[src/rtl/cv32e40p_tmr_voter_mon.sv]
// ============================================================================
// Module      : cv32e40p_tmr_voter_mon
// Description : Per-channel TMR majority voter with per-replica health
//               tracking, isolation of a faulty replica and DMR fallback.
// Revision    : 1.0 - initial release
// ============================================================================
`default_nettype none

module cv32e40p_tmr_voter_mon #(
    parameter int WIDTH      = 32,
    parameter int NUM_CH     = 4,
    parameter int CNT_W      = 8,
    parameter int ERR_THRESH = 4,
    parameter int CLEAN_WIN  = 16
) (
    input  logic                    clk,
    input  logic                    rst,
    input  logic                    valid_i,
    input  logic [NUM_CH*WIDTH-1:0] rep0_i,
    input  logic [NUM_CH*WIDTH-1:0] rep1_i,
    input  logic [NUM_CH*WIDTH-1:0] rep2_i,
    input  logic                    clr_i,
    output logic                    valid_o,
    output logic [NUM_CH*WIDTH-1:0] data_o,
    output logic [NUM_CH-1:0]       mismatch_o,
    output logic [NUM_CH-1:0]       uncorr_o,
    output logic [2:0]              fault_sticky_o,
    output logic [2:0]              isolated_o,
    output logic                    dmr_mode_o,
    output logic [3*CNT_W-1:0]      err_cnt_o
);

    localparam int                 c_dw        = NUM_CH * WIDTH;
    localparam int                 c_cln_w     = $clog2(CLEAN_WIN + 1);
    localparam logic [CNT_W-1:0]   c_cnt_max   = '1;
    localparam logic [CNT_W-1:0]   c_thresh    = CNT_W'(ERR_THRESH);
    localparam logic [c_cln_w-1:0] c_clean_win = c_cln_w'(CLEAN_WIN);

    typedef enum logic [1:0] {
        ST_HEALTHY  = 2'd0,
        ST_SUSPECT  = 2'd1,
        ST_ISOLATED = 2'd2
    } rep_state_t;

    rep_state_t         r_state     [3];
    rep_state_t         w_state_nxt [3];
    logic [CNT_W-1:0]   r_cnt       [3];
    logic [CNT_W-1:0]   w_cnt_nxt   [3];
    logic [CNT_W-1:0]   w_cnt_inc   [3];
    logic [c_cln_w-1:0] r_clean     [3];
    logic [c_cln_w-1:0] w_clean_nxt [3];
    logic [c_cln_w-1:0] w_clean_inc [3];
    logic [2:0]         r_sticky;
    logic [2:0]         w_sticky_nxt;

    logic [2:0]         w_iso;
    logic               w_dmr;
    logic [2:0]         w_blame_ch  [NUM_CH];
    logic [2:0]         w_blame;
    logic [2:0]         w_hit;
    logic [2:0]         w_grant;
    logic [c_dw-1:0]    w_vdata;
    logic [NUM_CH-1:0]  w_mm;
    logic [NUM_CH-1:0]  w_unc;

    logic               r_valid;
    logic [c_dw-1:0]    r_data;
    logic [NUM_CH-1:0]  r_mm;
    logic [NUM_CH-1:0]  r_unc;

    always_comb begin
        for (int r = 0; r < 3; r++) begin
            w_iso[r] = (r_state[r] == ST_ISOLATED);
        end
    end

    assign w_dmr = |w_iso;

    generate
        for (genvar c = 0; c < NUM_CH; c++) begin : g_ch
            logic [WIDTH-1:0] w_a, w_b, w_c, w_x, w_y;
            logic             w_eq01, w_eq02, w_eq12;

            assign w_a = rep0_i[c*WIDTH +: WIDTH];
            assign w_b = rep1_i[c*WIDTH +: WIDTH];
            assign w_c = rep2_i[c*WIDTH +: WIDTH];

            // DMR pair: the two non-isolated replicas, lower index first
            always_comb begin
                w_x = w_a;
                w_y = w_b;
                if (w_iso[0]) begin
                    w_x = w_b;
                    w_y = w_c;
                end else if (w_iso[1]) begin
                    w_y = w_c;
                end
            end

            assign w_eq01 = (w_a == w_b);
            assign w_eq02 = (w_a == w_c);
            assign w_eq12 = (w_b == w_c);

            assign w_vdata[c*WIDTH +: WIDTH] = w_dmr ? w_x
                                             : ((w_a & w_b) | (w_a & w_c) | (w_b & w_c));
            assign w_mm[c]  = w_dmr ? (w_x != w_y) : !(w_eq01 && w_eq02);
            assign w_unc[c] = w_dmr ? (w_x != w_y) : (!w_eq01 && !w_eq02 && !w_eq12);
            assign w_blame_ch[c] = w_dmr ? 3'b000
                                 : {w_eq01 && !w_eq02, w_eq02 && !w_eq01, w_eq12 && !w_eq01};
        end
    endgenerate

    always_comb begin
        w_blame = '0;
        for (int c = 0; c < NUM_CH; c++) begin
            w_blame = w_blame | w_blame_ch[c];
        end
        if (!valid_i) begin
            w_blame = '0;
        end
    end

    always_comb begin
        for (int r = 0; r < 3; r++) begin
            w_cnt_inc[r]   = (r_cnt[r] == c_cnt_max) ? c_cnt_max : r_cnt[r] + CNT_W'(1);
            w_clean_inc[r] = r_clean[r] + c_cln_w'(1);
            w_hit[r]       = w_blame[r] && (w_cnt_inc[r] >= c_thresh);
        end
    end

    // Only one replica may isolate per edge; lowest index wins
    assign w_grant[0] = w_hit[0];
    assign w_grant[1] = w_hit[1] && !w_hit[0];
    assign w_grant[2] = w_hit[2] && !(|w_hit[1:0]);

    always_comb begin
        w_sticky_nxt = r_sticky | w_blame;
        for (int r = 0; r < 3; r++) begin
            w_state_nxt[r] = r_state[r];
            w_cnt_nxt[r]   = r_cnt[r];
            w_clean_nxt[r] = r_clean[r];
            case (r_state[r])
                ST_HEALTHY, ST_SUSPECT: begin
                    if (w_blame[r]) begin
                        w_cnt_nxt[r]   = w_cnt_inc[r];
                        w_clean_nxt[r] = '0;
                        w_state_nxt[r] = w_grant[r] ? ST_ISOLATED : ST_SUSPECT;
                    end else if (valid_i && (r_state[r] == ST_SUSPECT)) begin
                        if (w_clean_inc[r] == c_clean_win) begin
                            w_state_nxt[r] = ST_HEALTHY;
                            w_cnt_nxt[r]   = '0;
                            w_clean_nxt[r] = '0;
                        end else begin
                            w_clean_nxt[r] = w_clean_inc[r];
                        end
                    end
                end
                default: begin
                end
            endcase
            if (clr_i) begin
                w_state_nxt[r] = ST_HEALTHY;
                w_cnt_nxt[r]   = '0;
                w_clean_nxt[r] = '0;
            end
        end
        if (clr_i) begin
            w_sticky_nxt = '0;
        end
    end

    always_ff @(posedge clk) begin
        if (rst) begin
            for (int r = 0; r < 3; r++) begin
                r_state[r] <= ST_HEALTHY;
                r_cnt[r]   <= '0;
                r_clean[r] <= '0;
            end
            r_sticky <= '0;
        end else begin
            for (int r = 0; r < 3; r++) begin
                r_state[r] <= w_state_nxt[r];
                r_cnt[r]   <= w_cnt_nxt[r];
                r_clean[r] <= w_clean_nxt[r];
            end
            r_sticky <= w_sticky_nxt;
        end
    end

    always_ff @(posedge clk) begin
        if (rst) begin
            r_valid <= 1'b0;
            r_data  <= '0;
            r_mm    <= '0;
            r_unc   <= '0;
        end else begin
            r_valid <= valid_i;
            if (valid_i) begin
                r_data <= w_vdata;
                r_mm   <= w_mm;
                r_unc  <= w_unc;
            end else begin
                r_mm   <= '0;
                r_unc  <= '0;
            end
        end
    end

    generate
        for (genvar r = 0; r < 3; r++) begin : g_rep
            assign err_cnt_o[r*CNT_W +: CNT_W] = r_cnt[r];
            assign isolated_o[r]               = (r_state[r] == ST_ISOLATED);
        end
    endgenerate

    assign valid_o        = r_valid;
    assign data_o         = r_data;
    assign mismatch_o     = r_mm;
    assign uncorr_o       = r_unc;
    assign fault_sticky_o = r_sticky;
    assign dmr_mode_o     = |isolated_o;

endmodule

`default_nettype wire

[config.mk]
export PLATFORM = sky130hd
export DESIGN_NAME = cv32e40p_tmr_voter_mon
export DESIGN_NICKNAME = d
export VERILOG_FILES = /design/src/rtl/cv32e40p_tmr_voter_mon.sv
export SDC_FILE = /design/constraint.sdc
export NUM_CORES = 1
export LEC_CHECK = 0
export CORE_MARGIN = 2
export CORE_UTILIZATION = 46
export CTS_CLUSTER_SIZE = 16
export DETAILED_ROUTE_END_ITERATION = 8
export PLACE_DENSITY = 0.84
export SYNTH_ARGS = -nofsm -noshare
export SYNTH_HDL_FRONTEND = slang
export SYNTH_SLANG_ARGS = --single-unit
[constraint.sdc]
create_clock -name clk -period 2.2 [get_ports clk]
set_input_delay 0.22 -clock clk [delete_from_list [all_inputs] [get_ports clk]]
set_output_delay 0.22 -clock clk [all_outputs]
set_load 0.05 [all_outputs]
==> out/results.ini <==
[outcome]
status=complete, but fails checks
violations=setup timing

[setup_path]
critPathKind=flop to flop
start_kind=flop
path_max_fanout=43
reg2reg_slack_ps=-870
rr_worst_depth=10
cp-end-kind=flop
crit_required_ps=2610
worstPathArrival_ps=3480

[yosys]
synth_top_area_share=0.238
syn_nets=3184
synthFlopType=dfxtp_1
synth.most_common_cell=ha_1
synth_cell_type_count=62
avgSynthCellArea_sq_um=8.53
yosysSeqAreaShare=0.180
async_reset_ff_frac=0
ys_ff_latch=185
netlist_area_sq_um=20500
synth_edf_count=0
ys_warn_count=0
synth_top_cells_by_count=ha_1 (390), mux2i_1 (243), nor4_1 (228)
synth_area_leaders=ha_1 (24%), dfxtp_1 (18%), mux2i_1 (12%), nor4_1 (6.9%), a21boi_0 (4.6%)
syn_inst=2406
synth_area_leader_cell=ha_1

[cells_and_area]
drive_gt1_frac=0.352
finalNetCount=4166
design_area_sq_um=35200
num-fill-cells=2671
utilization=0.798
syn2layout_area_growth_pct=71.4
final_cells=4029

[sta]
min_period_ps=3070
fmax_ghz=0.326
fin_setup_tns_ps=-36930
final_hold_viol_count=0
clock_skew_ps=27.6
worst_pin_slew_ps=813
setup_viol=175
slew_viol_final=0
slew_headroom=0.458
setup_ws_ps=-867
rsz0062_at_grt=yes
fin_crit_sh=1.39

[pwr]
ir_drop_mv=0.434
power.total_mw=13.3
p_leak_nw=15.9
p_per_area_nw_per_um2=377

[routing]
viasPerCell=6.66
wl_mm=109
dr.pass1.iters=6
drc=0
drtAntennaViolNets=0
num_vias=26839
wire_per_inst_um=27.1
drt_iter0_drc=2835

[placed_design]
gp_congestion=1.04
port_buffers=555
placed_area_sq_um=31000
dp_hpwl_mm=75.0
placedCellCount=3922

[global_routing]
antenna_found_initial=34
overflow=0
grt_pass1_wl_mm=146
grt_max_degree=70
grtUsageTotal=0.402
grt_pass1_vias=25921

[cts]
cts_made_buffers=17
cts.sinks=185
cts.clk_slew.worst_paths_ps=100
cts_hold_repair.buffers=0
htreeDepth=4
clock_path_buffers=2
clock_latency_ps=530
cts_tree=built
cts_root_buffer=clkbuf_16

[die]
die_w_um=215
dieArea_sq_um=46300
coreArea_sq_um=44100
core.rowCount=77
boundaryPins=556
start_util=0.465
dieHeight_um=215

[hold_path]
worstHoldPathCells=4
hold_class=primary input to flop

[run]
max_cap_violations=0

repair_timing:
action                                  4_1_cts  5_1_grt
pin swaps                                    92      113
setup buffers                                17       21
endpoints found under the setup margin      186      188
gates cloned                                  3        6
endpoints found under the hold margin         0        0
gates resized for setup                     487      778
final cells by class:
cell class                 count  area (sq um)  area share
multi-input combinational   2069         20300       0.578
timing repair buffer        1105          9620       0.273
sequential                   185          3710       0.106
tap                          592           741      0.0210
clock buffer                  17           425      0.0121
clock inverter                15           208     0.00590
antenna                       36          90.1     0.00256
inverter                      10          45.0     0.00128
flip-flops by register name, indices dropped and copies added, names as in the netlist:
| register | cells |
|---|---|
| data_o | 128 |
| r_cnt | 24 |
| r_clean | 15 |
| r_state | 6 |
| mismatch_o | 4 |
| uncorr_o | 4 |
| fault_sticky_o | 3 |
| valid_o | 1 |
cell usage in the layout, fill, tap and decap left out, types with 32 or more instances in the layout:
cell type | synthesis | final
nor4_1 | 228 | 131
a21oi_1 | 154 | 148
diode_2 | 0 | 36
nor4_2 | 5 | 50
nor3_1 | 133 | 132
ha_1 | 390 | 182
a21boi_0 | 127 | 113
mux2i_1 | 243 | 229
nor4b_2 | 3 | 32
dlygate4sd2_1 | 0 | 74
nand2_1 | 43 | 41
clkdlybuf4s15_1 | 0 | 38
dlymetal6s2s_1 | 0 | 104
nor2_1 | 173 | 172
o21a_1 | 69 | 69
buf_4 | 14 | 495
and3_1 | 134 | 130
clkdlybuf4s50_1 | 0 | 162
nand4_1 | 43 | 43
o21ai_0 | 79 | 73
nor4_4 | 1 | 53
clkbuf_2 | 0 | 155
dfxtp_1 | 185 | 181
ha_4 | 0 | 208
metrics by stage:
stage	hold slack [ps]	setup slack [ps]
floorplan	354	-49.3
global placement	454	-1290
detailed placement	466	-1310
CTS	154	-521
global route	139	-1050
finish	117	-867
layer usage:
| metal | track usage | up-vias | wire (um) |
|---|---|---|---|
| met5 | 0 | - | 155 |
| met4 | 0.296 | 14 | 10300 |
| met3 | 0.101 | 767 | 11500 |
| met2 | 0.674 | 1925 | 49200 |
| met1 | 0.440 | 12678 | 37900 |
| li1 | - | 11455 | - |
power by group:
group	internal, mW	switching [mW]
clock	1.57	1.90
sequential	3.54	0.128
combinational	2.81	3.30
total	7.92	5.33
logic make-up after synthesis:
family,synth area share
AOI/OAI and AO/OA,0.157
adders and majority gates,0.238
buffers and inverters,0.0385
DFF,0.180
muxes,0.130
and+or+nand+nor,0.257
critical path: stages, from the launching register on:
cell and delay [ps]:
dfxtp_4 390, nand2b_4 260, buf_12 230, buf_4 190, a21boi_0 300, nor3_1 130, nor4b_2 400, nand4_1 350
nor4_2 440, buf_4 180, o21ai_2 60
worst paths after layout:
check                      from       endpoint
setup / recovery  r_state[0][2]    uncorr_o[2]
hold / removal          valid_i  r_state[0][4]
setup reg to reg  r_state[0][2]    uncorr_o[2]
hold reg to reg   r_clean[0][4]  r_clean[0][4]
No activity file was read; power rests on OpenSTA's default activity.
